==> src/rtl/note_cmd_rx_if.sv <==
// note_cmd_rx_if: serial input, enable and decoded note outputs of the note command receiver
interface note_cmd_rx_if;
    logic       rx_enable;
    logic       rx;
    logic [7:0] rx_byte;
    logic       rx_byte_valid;
    logic       framing_err;
    logic [3:0] pitch;
    logic [1:0] octave;
    logic       note_valid;
    logic       parse_error;
    modport master (
        output rx_enable, rx,
        input  rx_byte, rx_byte_valid, framing_err, pitch, octave, note_valid, parse_error
    );
    modport slave (
        input  rx_enable, rx,
        output rx_byte, rx_byte_valid, framing_err, pitch, octave, note_valid, parse_error
    );
endinterface

==> src/rtl/note_cmd_rx.sv <==
// note_cmd_rx: UART 8N1 receiver plus parser for "A#4, 466" style note command lines
module note_cmd_rx #(
    parameter int CLKS_PER_BIT = 434,
    parameter int MAX_TAIL     = 8
) (
    input logic         clk,
    input logic         reset,
    note_cmd_rx_if.slave bus
);
    localparam int CW = $clog2(CLKS_PER_BIT);
    localparam int TW = $clog2(MAX_TAIL + 1);
    // semitone of each letter, indexed by the low three bits of its ASCII code
    localparam logic [31:0] BASE = {4'd7, 4'd5, 4'd4, 4'd2, 4'd0, 4'd11, 4'd9, 4'd0};
    typedef enum logic [2:0] {IDLE, START, DATA, STOP, WAIT_HIGH} rx_state_t;
    typedef enum logic [2:0] {P_NOTE, P_ACC, P_OCT, P_TAIL, P_SKIP} p_state_t;
    logic [1:0]    sync;
    logic          rx_s;
    rx_state_t     rs, rs_nx;
    logic [CW-1:0] cnt;
    logic [2:0]    bit_idx;
    logic [7:0]    shreg;
    logic          half_hit, full_hit, byte_done, frame_bad;
    assign rx_s     = sync[1];
    assign half_hit = cnt == CW'(CLKS_PER_BIT / 2 - 1);
    assign full_hit = cnt == CW'(CLKS_PER_BIT - 1);
    always_ff @(posedge clk)
        if (reset) begin
            sync <= 2'b11;
            rs   <= IDLE;
        end else begin
            sync <= {sync[0], bus.rx};
            rs   <= rs_nx;
        end
    always_comb begin
        rs_nx = rs;
        case (rs)
            IDLE:      rs_nx = rx_s ? IDLE : START;
            START:     rs_nx = !half_hit ? START : rx_s ? IDLE : DATA;
            DATA:      rs_nx = full_hit && bit_idx == 3'd7 ? STOP : DATA;
            STOP:      rs_nx = !full_hit ? STOP : rx_s ? IDLE : WAIT_HIGH;
            WAIT_HIGH: rs_nx = rx_s ? IDLE : WAIT_HIGH;
            default:   rs_nx = IDLE;
        endcase
        if (!bus.rx_enable) rs_nx = IDLE;
    end
    always_comb begin
        byte_done = rs == STOP && full_hit && rx_s && bus.rx_enable;
        frame_bad = rs == STOP && full_hit && !rx_s && bus.rx_enable;
    end
    always_ff @(posedge clk)
        if (reset) begin
            cnt               <= '0;
            bit_idx           <= 3'd0;
            shreg             <= 8'd0;
            bus.rx_byte       <= 8'd0;
            bus.rx_byte_valid <= 1'b0;
            bus.framing_err   <= 1'b0;
        end else begin
            cnt               <= (rs_nx != rs || full_hit) ? '0 : cnt + 1'b1;
            bit_idx           <= rs != DATA ? 3'd0 : bit_idx + 3'(full_hit);
            shreg             <= rs == DATA && full_hit ? {rx_s, shreg[7:1]} : shreg;
            bus.rx_byte       <= byte_done ? shreg : bus.rx_byte;
            bus.rx_byte_valid <= byte_done;
            bus.framing_err   <= frame_bad;
        end
    p_state_t      ps, ps_nx;
    logic [3:0]    sh_pitch;
    logic [1:0]    sh_oct;
    logic [TW-1:0] tail_cnt;
    logic [7:0]    b, lc;
    logic          vld, fe, is_term, is_letter, is_oct, is_sharp, commit, perr;
    assign b         = bus.rx_byte;
    assign vld       = bus.rx_byte_valid;
    assign fe        = bus.framing_err;
    assign lc        = b | 8'h20;
    assign is_letter = lc >= 8'h61 && lc <= 8'h67;
    assign is_oct    = b >= 8'h33 && b <= 8'h36;
    assign is_term   = b == 8'h0D || b == 8'h0A;
    assign is_sharp  = b == 8'h23;
    always_ff @(posedge clk)
        if (reset) ps <= P_NOTE;
        else ps <= ps_nx;
    always_comb begin
        ps_nx = ps;
        if (vld)
            case (ps)
                P_NOTE:  ps_nx = is_letter ? P_ACC : is_term ? P_NOTE : P_SKIP;
                P_ACC:   ps_nx = is_term ? P_NOTE
                               : is_sharp ? (sh_pitch == 4'd4 || sh_pitch == 4'd11 ? P_SKIP : P_OCT)
                               : b == 8'h20 ? P_OCT : is_oct ? P_TAIL : P_SKIP;
                P_OCT:   ps_nx = is_term ? P_NOTE : is_oct ? P_TAIL : P_SKIP;
                P_TAIL:  ps_nx = is_term ? P_NOTE : tail_cnt == TW'(MAX_TAIL) ? P_SKIP : P_TAIL;
                default: ps_nx = is_term ? P_NOTE : P_SKIP;
            endcase
        if (fe && ps != P_NOTE) ps_nx = P_SKIP;
    end
    always_comb begin
        commit = vld && is_term && ps == P_TAIL;
        perr   = vld && is_term && (ps == P_ACC || ps == P_OCT || ps == P_SKIP);
    end
    // candidate note lives in shadow registers until the terminator commits it
    always_ff @(posedge clk)
        if (reset) begin
            sh_pitch        <= 4'd9;
            sh_oct          <= 2'd1;
            tail_cnt        <= '0;
            bus.pitch       <= 4'd9;
            bus.octave      <= 2'd1;
            bus.note_valid  <= 1'b0;
            bus.parse_error <= 1'b0;
        end else begin
            if (vld) begin
                if (ps == P_NOTE && is_letter) sh_pitch <= BASE[{lc[2:0], 2'b00} +: 4];
                if (ps == P_ACC && is_sharp) sh_pitch <= sh_pitch + 4'd1;
                if ((ps == P_ACC || ps == P_OCT) && is_oct) sh_oct <= b[1:0] + 2'd1;
                tail_cnt <= ps == P_TAIL ? tail_cnt + 1'b1 : '0;
            end
            bus.pitch       <= commit ? sh_pitch : bus.pitch;
            bus.octave      <= commit ? sh_oct : bus.octave;
            bus.note_valid  <= commit;
            bus.parse_error <= perr;
        end
endmodule

==> src/flat_wrapper.sv <==
// flat-port wrapper written by rule: the top's interface ports become plain ports
module note_cmd_rx_flat 
#(
    parameter int CLKS_PER_BIT = 434,
    parameter int MAX_TAIL     = 8
)
  (clk, reset, bus_rx_enable, bus_rx, bus_rx_byte, bus_rx_byte_valid, bus_framing_err, bus_pitch, bus_octave, bus_note_valid, bus_parse_error);
  note_cmd_rx_if bus_i ();
  input logic clk;
  input logic reset;
  input wire logic [$bits(bus_i.rx_enable)-1:0] bus_rx_enable;
  input wire logic [$bits(bus_i.rx)-1:0] bus_rx;
  output wire logic [$bits(bus_i.rx_byte)-1:0] bus_rx_byte;
  output wire logic [$bits(bus_i.rx_byte_valid)-1:0] bus_rx_byte_valid;
  output wire logic [$bits(bus_i.framing_err)-1:0] bus_framing_err;
  output wire logic [$bits(bus_i.pitch)-1:0] bus_pitch;
  output wire logic [$bits(bus_i.octave)-1:0] bus_octave;
  output wire logic [$bits(bus_i.note_valid)-1:0] bus_note_valid;
  output wire logic [$bits(bus_i.parse_error)-1:0] bus_parse_error;
  assign bus_i.rx_enable = bus_rx_enable;
  assign bus_i.rx = bus_rx;
  assign bus_rx_byte = bus_i.rx_byte;
  assign bus_rx_byte_valid = bus_i.rx_byte_valid;
  assign bus_framing_err = bus_i.framing_err;
  assign bus_pitch = bus_i.pitch;
  assign bus_octave = bus_i.octave;
  assign bus_note_valid = bus_i.note_valid;
  assign bus_parse_error = bus_i.parse_error;
  note_cmd_rx #(.CLKS_PER_BIT(CLKS_PER_BIT), .MAX_TAIL(MAX_TAIL)) u_core (.clk(clk), .reset(reset), .bus(bus_i));
endmodule
==> config.mk <==
export PLATFORM = sky130hd
export DESIGN_NAME = note_cmd_rx_flat
export DESIGN_NICKNAME = d
export VERILOG_FILES = /design/src/rtl/note_cmd_rx_if.sv /design/src/rtl/note_cmd_rx.sv /design/src/flat_wrapper.sv
export SDC_FILE = /design/constraint.sdc
export NUM_CORES = 1
export LEC_CHECK = 0
export BUFFER_PORTS_ARGS = -buffer_cell sky130_fd_sc_hd__clkbuf_2
export CAP_MARGIN = 0
export CORE_UTILIZATION = 64
export CTS_CLUSTER_DIAMETER = 100
export CTS_CLUSTER_SIZE = 24
export DETAILED_ROUTE_END_ITERATION = 8
export PLACE_DENSITY = 0.84
export SLEW_MARGIN = 30
export SYNTH_ARGS = -nofsm -noshare
export SYNTH_HDL_FRONTEND = slang
export SYNTH_SLANG_ARGS = --single-unit
==> constraint.sdc <==
create_clock -name clk -period 5.04 [get_ports clk]
set_input_delay 1.008 -clock clk [delete_from_list [all_inputs] [get_ports clk]]
set_output_delay 1.008 -clock clk [all_outputs]
set_load 0.05 [all_outputs]
# Word-level counts from Yosys, hierarchy flattened
# Index checks and enable logic that the tools add are counted.
# W data, S select, Z words.
# op_classes
addsub	5
n_lt_le_gt_ge	4
eq_ne	20
shift	1
mux	24
n_reduce_logical	32
# op_table
cell	count
$mux W3	16
$shiftx A32 B6 Y4 const A	1
$eq A8 B4 Y1 const B	2
$eq A8 B6 Y1 const B	2
$logic_and A1 B1 Y1	16
$pmux W3 S5	1
$eq A3 B2 Y1 const B	4
$mux W4	3
$pmux W3 S4	1
$add A9 B1 Y9 const B	1
$eq A3 B3 Y1 const B	3
$eq A9 B8 Y1 const B	1
$eq A9 B9 Y1 const B	1
$add A4 B1 Y4 const B	2
$eq A4 B4 Y1 const B	2
$ge A8 B6 Y1 const B	1
$ge A8 B7 Y1 const B	1
$le A8 B6 Y1 const B	1
$le A8 B7 Y1 const B	1
$eq A3 B1 Y1 const B	2
$logic_not A3 Y1	2
$reduce_or A2 Y1	3
$logic_or A1 B1 Y1	5
$eq A4 B3 Y1 const B	1
10 further kinds	13
# word_totals
regBits	56
in_bits	4
out_inout_bits	18
word_cells	103

# Logic depth before layout (Yosys ltp)
# Gate-level depths: netlist (run 1).
# logic_depth
ltp_word	9
mapped_depth	8
ltp_nobuf	7

# Least setup slack after synthesis (run 1)
# No wires, ideal clock.
# synth_timing
kind	flip-flop to flip-flop
startpoint	reg u_core.bus.rx_byte[0]
endpoint	reg u_core.sh_pitch[3]
setup_ps	134
arrival_ps	2328
required_ps	4906
path_slack_ps	2577
stages_incl_launch_ff	8
n_path_buf	0
synth_period_minus_slack_ps	2463
cell_sequence	dfxtp_1 -> inv_1 -> ha_1 -> nor3b_1 -> and4bb_1 -> nand2_1 -> and3_1 -> or4_1
# synth_via
elab_chain_len	5
word_cells_on_any_way	11
classes_between	2 x order compare; 1 x eq/ne; 1 x shift; 2 x mux; 5 x reduce/logical
# synth_rtl
element	line	source
start, declared	note_cmd_rx_if.sv:18	output rx_byte, rx_byte_valid, framing_err, pitch, octave, note_valid, parse_error
start signal, assigned	note_cmd_rx.sv:62	bus.rx_byte <= byte_done ? shreg : bus.rx_byte;
$ge A8 B7 Y1 or $le A8 B7 Y1 (tied branches)	note_cmd_rx.sv:76	assign is_letter = lc >= 8'h61 && lc <= 8'h67;
$logic_and A1 B1 Y1	note_cmd_rx.sv:76	
$logic_and A1 B1 Y1	note_cmd_rx.sv:113	if (ps == P_NOTE && is_letter) sh_pitch <= BASE[{lc[2:0], 2'b00} +: 4];
$reduce_bool A2 Y1 (no line)	-	
$reduce_and A2 Y1 (no line)	-	
end signal, assigned	note_cmd_rx.sv:113	
end signal, assigned	note_cmd_rx.sv:114	if (ps == P_ACC && is_sharp) sh_pitch <= sh_pitch + 4'd1;
end, declared	note_cmd_rx.sv:67	logic [3:0] sh_pitch;
# Several ways; a longest one is shown, not always the timed one. The select of a mux whose other input is x is not followed.
# A chain may end at the register's enable or synchronous reset.

# Worst setup path in the final report (run 1)
# layout_timing
startpoint	reg u_core.cnt[0]
endpoint	reg u_core.bus.rx_byte[2]
# layout_via
elab_chain_len	4
# layout_rtl
element	line	source
start, declared	note_cmd_rx.sv:19	logic [CW-1:0] cnt;
start signal, assigned	note_cmd_rx.sv:59	cnt <= (rs_nx != rs || full_hit) ? '0 : cnt + 1'b1;
$eq A9 B9 Y1	note_cmd_rx.sv:25	assign full_hit = cnt == CW'(CLKS_PER_BIT - 1);
$logic_and A1 B1 Y1 (3 in a row)	note_cmd_rx.sv:47	byte_done = rs == STOP && full_hit && rx_s && bus.rx_enable;
# No other way between the ends.

==> results.md, run 1 <==
* DRC errors left at 0
* Standard-cell row count at 23
* Clock slew seen by the registers of the worst setup and hold paths at roughly 0.09 ns
* Maximum clock frequency at 402 MHz
* Clock tree from TritonCTS: built
* Final global-route overflow total at 0
* Setup violators final at 0
* Data required, critical path at around 5.2 ns
* Longest Clk Path Bufs at 2
* GRT Overall Usage at 0.250
* Fillers at between 300 and 400
* Transition time at the pin with the least slew margin at 0.866 ns
* Area of the placeable core at a little over 4000 sq um
* Floorplan die area at 4650 sq um
* Sum of negative setup slack at 0 ns
* Height of the chip at between 60 and 70 microns
* FF/Latch Area at between 1000 and 1500 sq um
* Number of ports placed on the die boundary at 22
* Minimum period implied by the final worst setup slack at about 2.5 ns
* Worst-case hold path end point: u_core.sync[1]$_SDFF_PP1_
* Total power density per cell area at between 200 and 250 nW/um^2
* DP Cell Count at around 370
* CTS H-tree depth at 2
* Final core area utilization at 0.728
* Period Utilization, post-route at 0.494
* Placed standard-cell area at a little under 3000 sq um
* Via density per instance at 5.72
* Netlist Area Pre-Place at approximately 2800 sq um
* Final estimated routing congestion in global placement at a little over 0.8
* Yosys Warn Count at 0
* Post-cts sizing count at 0
* WL final at between 5 and 6 mm
* Leading register cell type out of synthesis: sky130_fd_sc_hd__dfxtp_1
* Initial DRC Count at 190
* Number of synthesized flops with an enable pin at 0
* DR WL/cell at roughly 14 microns
* Clock tree skew after final layout at approximately 0.0030 ns
* Number of nets still failing antenna checks after routing at 0
* Number of synthesized register bits at 56
* Count of maximum capacitance violations at 0
* Pre-antenna DRT Iters at 4
* Num Clock Sinks at between 50 and 60
* Reg-to-reg endpoint: u_core.bus.rx_byte[2]$_SDFFE_PP0P_
* Die outline width at ~68 microns
* Number of antenna diodes at 0
* Largest net degree at the start of global routing at 47
* Outcome: complete, no violations
* Final-report max-slew violation count at 0
* Dominant cell type by area after synthesis: sky130_fd_sc_hd__dfxtp_1
* CP Capture Type: register
* Startpoint class of the critical path: register
* Arrival time worst endpoint at 2.65 ns
* Number of cells traversed by the worst register-to-register path at 6
* Largest fanout on the critical path at 8
* Initial antenna violation count at 0
* Static leakage at between 1 and 1.5 nW
* Worst skew pair latency at around 0.31 ns
* Post-Layout Inst Area at 3000 sq um
* Wire length of the first global-routing pass at ~8.5 mm
* Total setup buffers inserted after CTS at 0
* Mean Syn Cell Area at 9.05 sq um
* Crit Reg-Reg Startpoint: u_core.cnt[0]$_SDFF_PP0_
* Vias in the first global route at ~1900
* Count of buffers from port buffering at 21
* Area added between synthesis and finish at 6.78%
* Biggest area contributors in the synthesized netlist: sky130_fd_sc_hd__dfxtp_1 40%, sky130_fd_sc_hd__mux2i_1 8.2%, sky130_fd_sc_hd__ha_1 6.2%
* Post-detail-place hpwl at roughly 3.7 mm
* Clock root cell: sky130_fd_sc_hd__clkbuf_8
* Area share of the leading cell type in the synthesized netlist at 0.400
* Count of cell types in the netlist at 59
* Via count at about 2100
* Most common cell after layout, fill and taps aside: sky130_fd_sc_hd__dfxtp_1
* Number of clock buffers inserted by TritonCTS at 5
* Kind of critical path: register to register
* Max-Slew Margin vs Limit at 0.423
* Largest vdd supply drop at 161 uV
* Net count, final at around 340
* Final hold violation count at 0
* Synthesized netlist net count at ~330
* Beginning of the worst hold path: u_core.sync[0]$_SDFF_PP1_
* Non-Filler Instances at between 300 and 400
* Cell count after synthesis at 310
* Slack of the worst reg-to-reg path at approximately 2.6 ns
* Post-synth ARST share at 0
* Proportion of layout cells with a drive suffix above 1 at 0.130
* Most frequent cells in the layout: 56 x sky130_fd_sc_hd__dfxtp_1, 44 x sky130_fd_sc_hd__nor2_1, 23 x sky130_fd_sc_hd__mux2i_1, 21 x sky130_fd_sc_hd__clkbuf_2, 18 x sky130_fd_sc_hd__nand2_1
* Type of the most critical hold path: register to register
* Unrepaired setup endpoints after global routing: no
* Min-Delay Path Depth at 1
* Sequential cell area fraction in the yosys report at 0.400
* Number of buffers inserted for hold repair after clock tree synthesis at 0
* Area taken by multi-input logic gates at 1560 sq um
* Starting utilization of the core area at 0.682
==> routing by layer <==
layer  global-route usage  routed length [microns]  vias to the layer above
li1                     -                        -                     1113
met1                0.326                     2590                      957
met2                0.403                     2380                       49
met3               0.0517                      197                       13
met4               0.0911                      111                        0
met5                    0                        0                        -
==> flip-flops by register name, summed over array words and instances (netlist names), 2 cells and up <==
register,cells
u_core.cnt,9
u_core.bus.rx_byte,8
u_core.shreg,8
u_core.bus.pitch,4
u_core.sh_pitch,4
u_core.tail_cnt,4
u_core.bit_idx,3
u_core.ps,3
u_core.rs,3
u_core.bus.octave,2
u_core.sh_oct,2
u_core.sync,2
==> critical path, cell delays in order, from the launching register on <==
cell,delay (ns)
sky130_fd_sc_hd__dfxtp_1,0.41
sky130_fd_sc_hd__ha_1,0.21
sky130_fd_sc_hd__nand4b_1,0.10
sky130_fd_sc_hd__or4_1,0.57
sky130_fd_sc_hd__nor4_4,0.72
sky130_fd_sc_hd__mux2i_1,0.26
sky130_fd_sc_hd__nor2_1,0.07
==> through the flow <==
step | hold WS, ns | setup WS, ns | total power, mW
floorplan | 0.389 | 2.58 | 0.475
global placement | 0.395 | 2.41 | 0.480
detailed placement | 0.409 | 2.34 | 0.481
CTS | 0.429 | 2.59 | 0.712
global route | 0.447 | 2.44 | 0.733
finish | 0.429 | 2.55 | 0.708
==> worst max-delay path by stage <==
stage | from | to | cells after the start
2_1_floorplan | u_core.bus.rx_byte[0]$_SDFFE_PP0P_ | u_core.sh_pitch[3]$_SDFFE_PP1P_ | 7
3_3_place_gp | reset | u_core.cnt[8]$_SDFF_PP0_ | 5
3_5_place_dp | reset | u_core.cnt[4]$_SDFF_PP0_ | 5
4_1_cts | u_core.cnt[0]$_SDFF_PP0_ | u_core.bus.rx_byte[2]$_SDFFE_PP0P_ | 6
5_1_grt | u_core.cnt[0]$_SDFF_PP0_ | u_core.bus.rx_byte[6]$_SDFFE_PP0P_ | 6
6_report | u_core.cnt[0]$_SDFF_PP0_ | u_core.bus.rx_byte[2]$_SDFFE_PP0P_ | 6
==> cell families (layout without fill, tap and decap cells) <==
logic type / count (synthesis) / after routing / share of synthesized area
DFF: 56 / 56 / 0.400
adders and majority gates: 14 / 14 / 0.0624
xor gates and xnor gates: 12 / 12 / 0.0375
AOI/OAI and AO/OA: 38 / 38 / 0.0950
and+or+nand+nor: 134 / 134 / 0.276
buffers and inverters: 32 / 45 / 0.0437
muxes: 24 / 24 / 0.0861
==> power by group <==
part | internal [mW] | switching (mW) | total (mW)
clock network | 0.0976 | 0.140 | 0.238
registers | 0.445 | 0.00383 | 0.449
logic | 0.00718 | 0.0141 | 0.0212
total | 0.550 | 0.158 | 0.708
==> final cells by class <==
class / instances / share of cell area
Sequential cell: 56 / 0.374
Timing Repair Buffer: 21 / 0.0351
Inverter: 17 / 0.0213
Clock buffer: 6 / 0.0242
Tap cell: 50 / 0.0209
Multi-Input combinational cell: 222 / 0.521
Clock inverter: 1 / 0.00292
==> cells in the mapped netlist (2+ instances only) <==
cell and count:
sky130_fd_sc_hd__mux2i_1 23, sky130_fd_sc_hd__nand3_1 5, sky130_fd_sc_hd__nor2b_1 9, sky130_fd_sc_hd__nor3b_1 3, sky130_fd_sc_hd__a211o_1 4, sky130_fd_sc_hd__nor4b_1 2, sky130_fd_sc_hd__a211oi_1 5, sky130_fd_sc_hd__nor2_1 44
sky130_fd_sc_hd__and2_1 3, sky130_fd_sc_hd__nor3_1 10, sky130_fd_sc_hd__nand4b_1 2, sky130_fd_sc_hd__xnor2_1 7, sky130_fd_sc_hd__o31ai_1 2, sky130_fd_sc_hd__dfxtp_1 56, sky130_fd_sc_hd__and4_1 3, sky130_fd_sc_hd__buf_2 2
sky130_fd_sc_hd__o21ai_0 5, sky130_fd_sc_hd__nand4_1 2, sky130_fd_sc_hd__or4_1 4, sky130_fd_sc_hd__a21oi_1 9, sky130_fd_sc_hd__and3_1 2, sky130_fd_sc_hd__clkbuf_1 12, sky130_fd_sc_hd__nand2_1 18, sky130_fd_sc_hd__nor4_1 4
sky130_fd_sc_hd__nand2b_1 3, sky130_fd_sc_hd__or2_2 4, sky130_fd_sc_hd__xor2_1 5, sky130_fd_sc_hd__ha_1 14, sky130_fd_sc_hd__and3_2 2, sky130_fd_sc_hd__inv_1 17
(Power assumes the default switching activity.)
==> inputs of run 2 (changes only) <==
- CORE_UTILIZATION: 64 -> 59
- PLACE_DENSITY: 0.84 -> 0.79
- clock period: 5.04 -> 2.5 ns (I/O delays scaled with it)
==> run 2 against run 1 <==
Effect of this change: the flow now finishes with violations (design-rule violations); worst hold slack worse by 0.055 ns; first-iteration DRC count up 6.3%; via count rose by 4.2%; register-to-register slack worse by 2.3 ns; flip-flop and latch count unchanged; combinational power grew 120%; critical endpoint is now u_core.sh_pitch[3]$_SDFFE_PP1P_.
==> results.md, run 2 (synthesized netlist as in run 1, its figures left out) <==
* Arrival time worst endpoint at between 2 and 2.5 ns
* Pre-antenna DRT Iters at 7
* CTS H-tree depth at 2
* Area added between synthesis and finish at 9.68%
* Crit path setup slack, layout at around 0.23 ns
* Number of nets still failing antenna checks after routing at 0
* Min-Delay Path Depth at 2
* Clock root cell: sky130_fd_sc_hd__clkbuf_8
* Worst setup timing slack at the placement stage at about 0.26 ns
* Post-Layout Inst Area at 3080 sq um
* Via count at ~2200
* Max-Slew Margin vs Limit at 0.675
* Clock tree skew after final layout at 0.0121 ns
* DR WL/cell at 14.7 microns
* Clock slew seen by the registers of the worst setup and hold paths at 0.10 ns
* Static leakage at between 1 and 1.5 nW
* Met1 global-route usage at 0.322
* Clock tree from TritonCTS: built
* Final hold violation count at 0
* Area of the placeable core at between 4000 and 5000 sq um
* CP Capture Type: register
* Sum of negative setup slack at 0 ns
* Number of clock buffers inserted by TritonCTS at 5
* Num Clock Sinks at 56
* Total setup buffers inserted after CTS at 0
* Wire length of the first global-routing pass at ~9.5 mm
* Final-report max-slew violation count at 0
* Slack of the worst reg-to-reg path at 0.23 ns
* Maximum clock frequency at 441 MHz
* Setup violators final at 0
* Count of maximum capacitance violations at 0
* Die outline width at about 71 microns
* Proportion of layout cells with a drive suffix above 1 at 0.151
* Largest fanout on the critical path at 7
* Unrepaired setup endpoints after global routing: no
* Reg-to-reg endpoint: u_core.sh_pitch[3]$_SDFFE_PP1P_
* Worst-case hold path end point: u_core.sync[0]$_SDFF_PP1_
* Fillers at 359
* Minimum period implied by the final worst setup slack at approximately 2.3 ns
* Data required, critical path at about 2.7 ns
* Outcome: complete, but fails checks
* Crit Reg-Reg Startpoint: u_core.bus.rx_byte[1]$_SDFFE_PP0P_
* Largest net degree at the start of global routing at 46
* Most common cell after layout, fill and taps aside: sky130_fd_sc_hd__dfxtp_1
* Initial antenna violation count at 0
* Longest Clk Path Bufs at 2
* Most frequent cells in the layout: 56 x sky130_fd_sc_hd__dfxtp_1, 44 x sky130_fd_sc_hd__nor2_1, 23 x sky130_fd_sc_hd__mux2i_1, 21 x sky130_fd_sc_hd__clkbuf_2, 18 x sky130_fd_sc_hd__nand2_1
* Initial DRC Count at about 200
* Via density per instance at between 5 and 6
* Height of the chip at between 70 and 80 microns
* Number of ports placed on the die boundary at 22
* Largest registers: u_core.cnt: 9 flops, u_core.bus.rx_byte: 8 flops, u_core.shreg: 8 flops
* Global routing usage on met3 at 0.0484
* Placed standard-cell area at about 3000 sq um
* Largest vdd supply drop at 373 uV
* Net count, final at 348
* Post-cts sizing count at 0
* Transition time at the pin with the least slew margin at 0.481 ns
* Final estimated routing congestion in global placement at between 0.8 and 0.9
* GRT Overall Usage at 0.238
* Standard-cell row count at 24
* Largest reg by FF count: u_core.cnt
* Type of the most critical hold path: input port to register
* Final global-route overflow total at 0
* Post-detail-place hpwl at 4.06 mm
* Violated checks: design-rule violations
* Number of cells traversed by the worst register-to-register path at 7
* Number of antenna diodes at 0
* WL final at between 5 and 6 mm
* Worst skew pair latency at between 0.3 and 0.4 ns
* Starting utilization of the core area at 0.627
* Count of buffers from port buffering at 21
* Startpoint class of the critical path: register
* Flip-flop count of the largest register, all copies and words added at 9
* Kind of critical path: register to register
* Vias in the first global route at just over 2000
* M2 GR Usage at 0.384
* Period Utilization, post-route at 0.908
* Busiest metal layer after global routing: met2
* Beginning of the worst hold path: bus_rx
* DRC errors left at 1
* Floorplan die area at about 5000 sq um
* Number of buffers inserted for hold repair after clock tree synthesis at 0
* Hold Slack at approximately 0.37 ns
* Total power density per cell area at 501 nW/um^2
[run 2: layout make-up]
| type | instances | area (sq um) | share of cell area |
|---|---|---|---|
| clock buffer | 6 | 72.6 | 0.0236 |
| tap | 52 | 65.1 | 0.0211 |
| multi-input combinational | 222 | 1560 | 0.508 |
| clock inverter | 2 | 35.0 | 0.0114 |
| inverter | 17 | 63.8 | 0.0207 |
| timing repair buffer | 28 | 158 | 0.0512 |
| sequential | 56 | 1120 | 0.364 |
[run 2: per-layer routing]
metal  up-vias  share of wire
li1       1124              -
met1      1046           0.47
met2        46           0.47
met3         5          0.040
met4         0          0.011
met5         -              0
[run 2: metrics by stage]
step / instances / power (mW) / util
floorplan: 310 / 0.958 / -
global placement: 375 / 0.970 / 0.664
detailed placement: 375 / 0.971 / 0.664
CTS: 383 / 1.55 / 0.688
global route: 383 / 1.59 / 0.688
finish: 383 / 1.54 / 0.688
[run 2: worst max-delay path by stage]
stage	end	cells after the start	startpoint	slack, ns
after floorplan	u_core.sh_pitch[3]$_SDFFE_PP1P_	7	u_core.bus.rx_byte[0]$_SDFFE_PP0P_	0.04
after global placement	u_core.sh_pitch[3]$_SDFFE_PP1P_	7	u_core.bus.rx_byte[1]$_SDFFE_PP0P_	0.32
after detailed placement	u_core.sh_pitch[3]$_SDFFE_PP1P_	7	u_core.bus.rx_byte[1]$_SDFFE_PP0P_	0.26
after CTS	u_core.sh_pitch[3]$_SDFFE_PP1P_	7	u_core.bus.rx_byte[1]$_SDFFE_PP0P_	0.25
after global routing	u_core.sh_pitch[3]$_SDFFE_PP1P_	7	u_core.bus.rx_byte[1]$_SDFFE_PP0P_	0.11
final	u_core.sh_pitch[3]$_SDFFE_PP1P_	7	u_core.bus.rx_byte[1]$_SDFFE_PP0P_	0.23
[run 2: worst max-delay path, stage by stage, from the launching register on]
cell and delay, ns:
sky130_fd_sc_hd__dfxtp_1 0.46, sky130_fd_sc_hd__inv_1 0.12, sky130_fd_sc_hd__ha_1 0.21, sky130_fd_sc_hd__nor3b_1 0.15
sky130_fd_sc_hd__and4bb_1 0.42, sky130_fd_sc_hd__nand2_1 0.13, sky130_fd_sc_hd__and3_1 0.17, sky130_fd_sc_hd__or4_1 0.49
[run 2: power by group]
group	switching, mW	leakage [nW]	internal [mW]
registers	0.00822	0.452	0.898
logic	0.0300	0.619	0.0156
clock network	0.292	0.0552	0.298
total	0.330	1.13	1.21
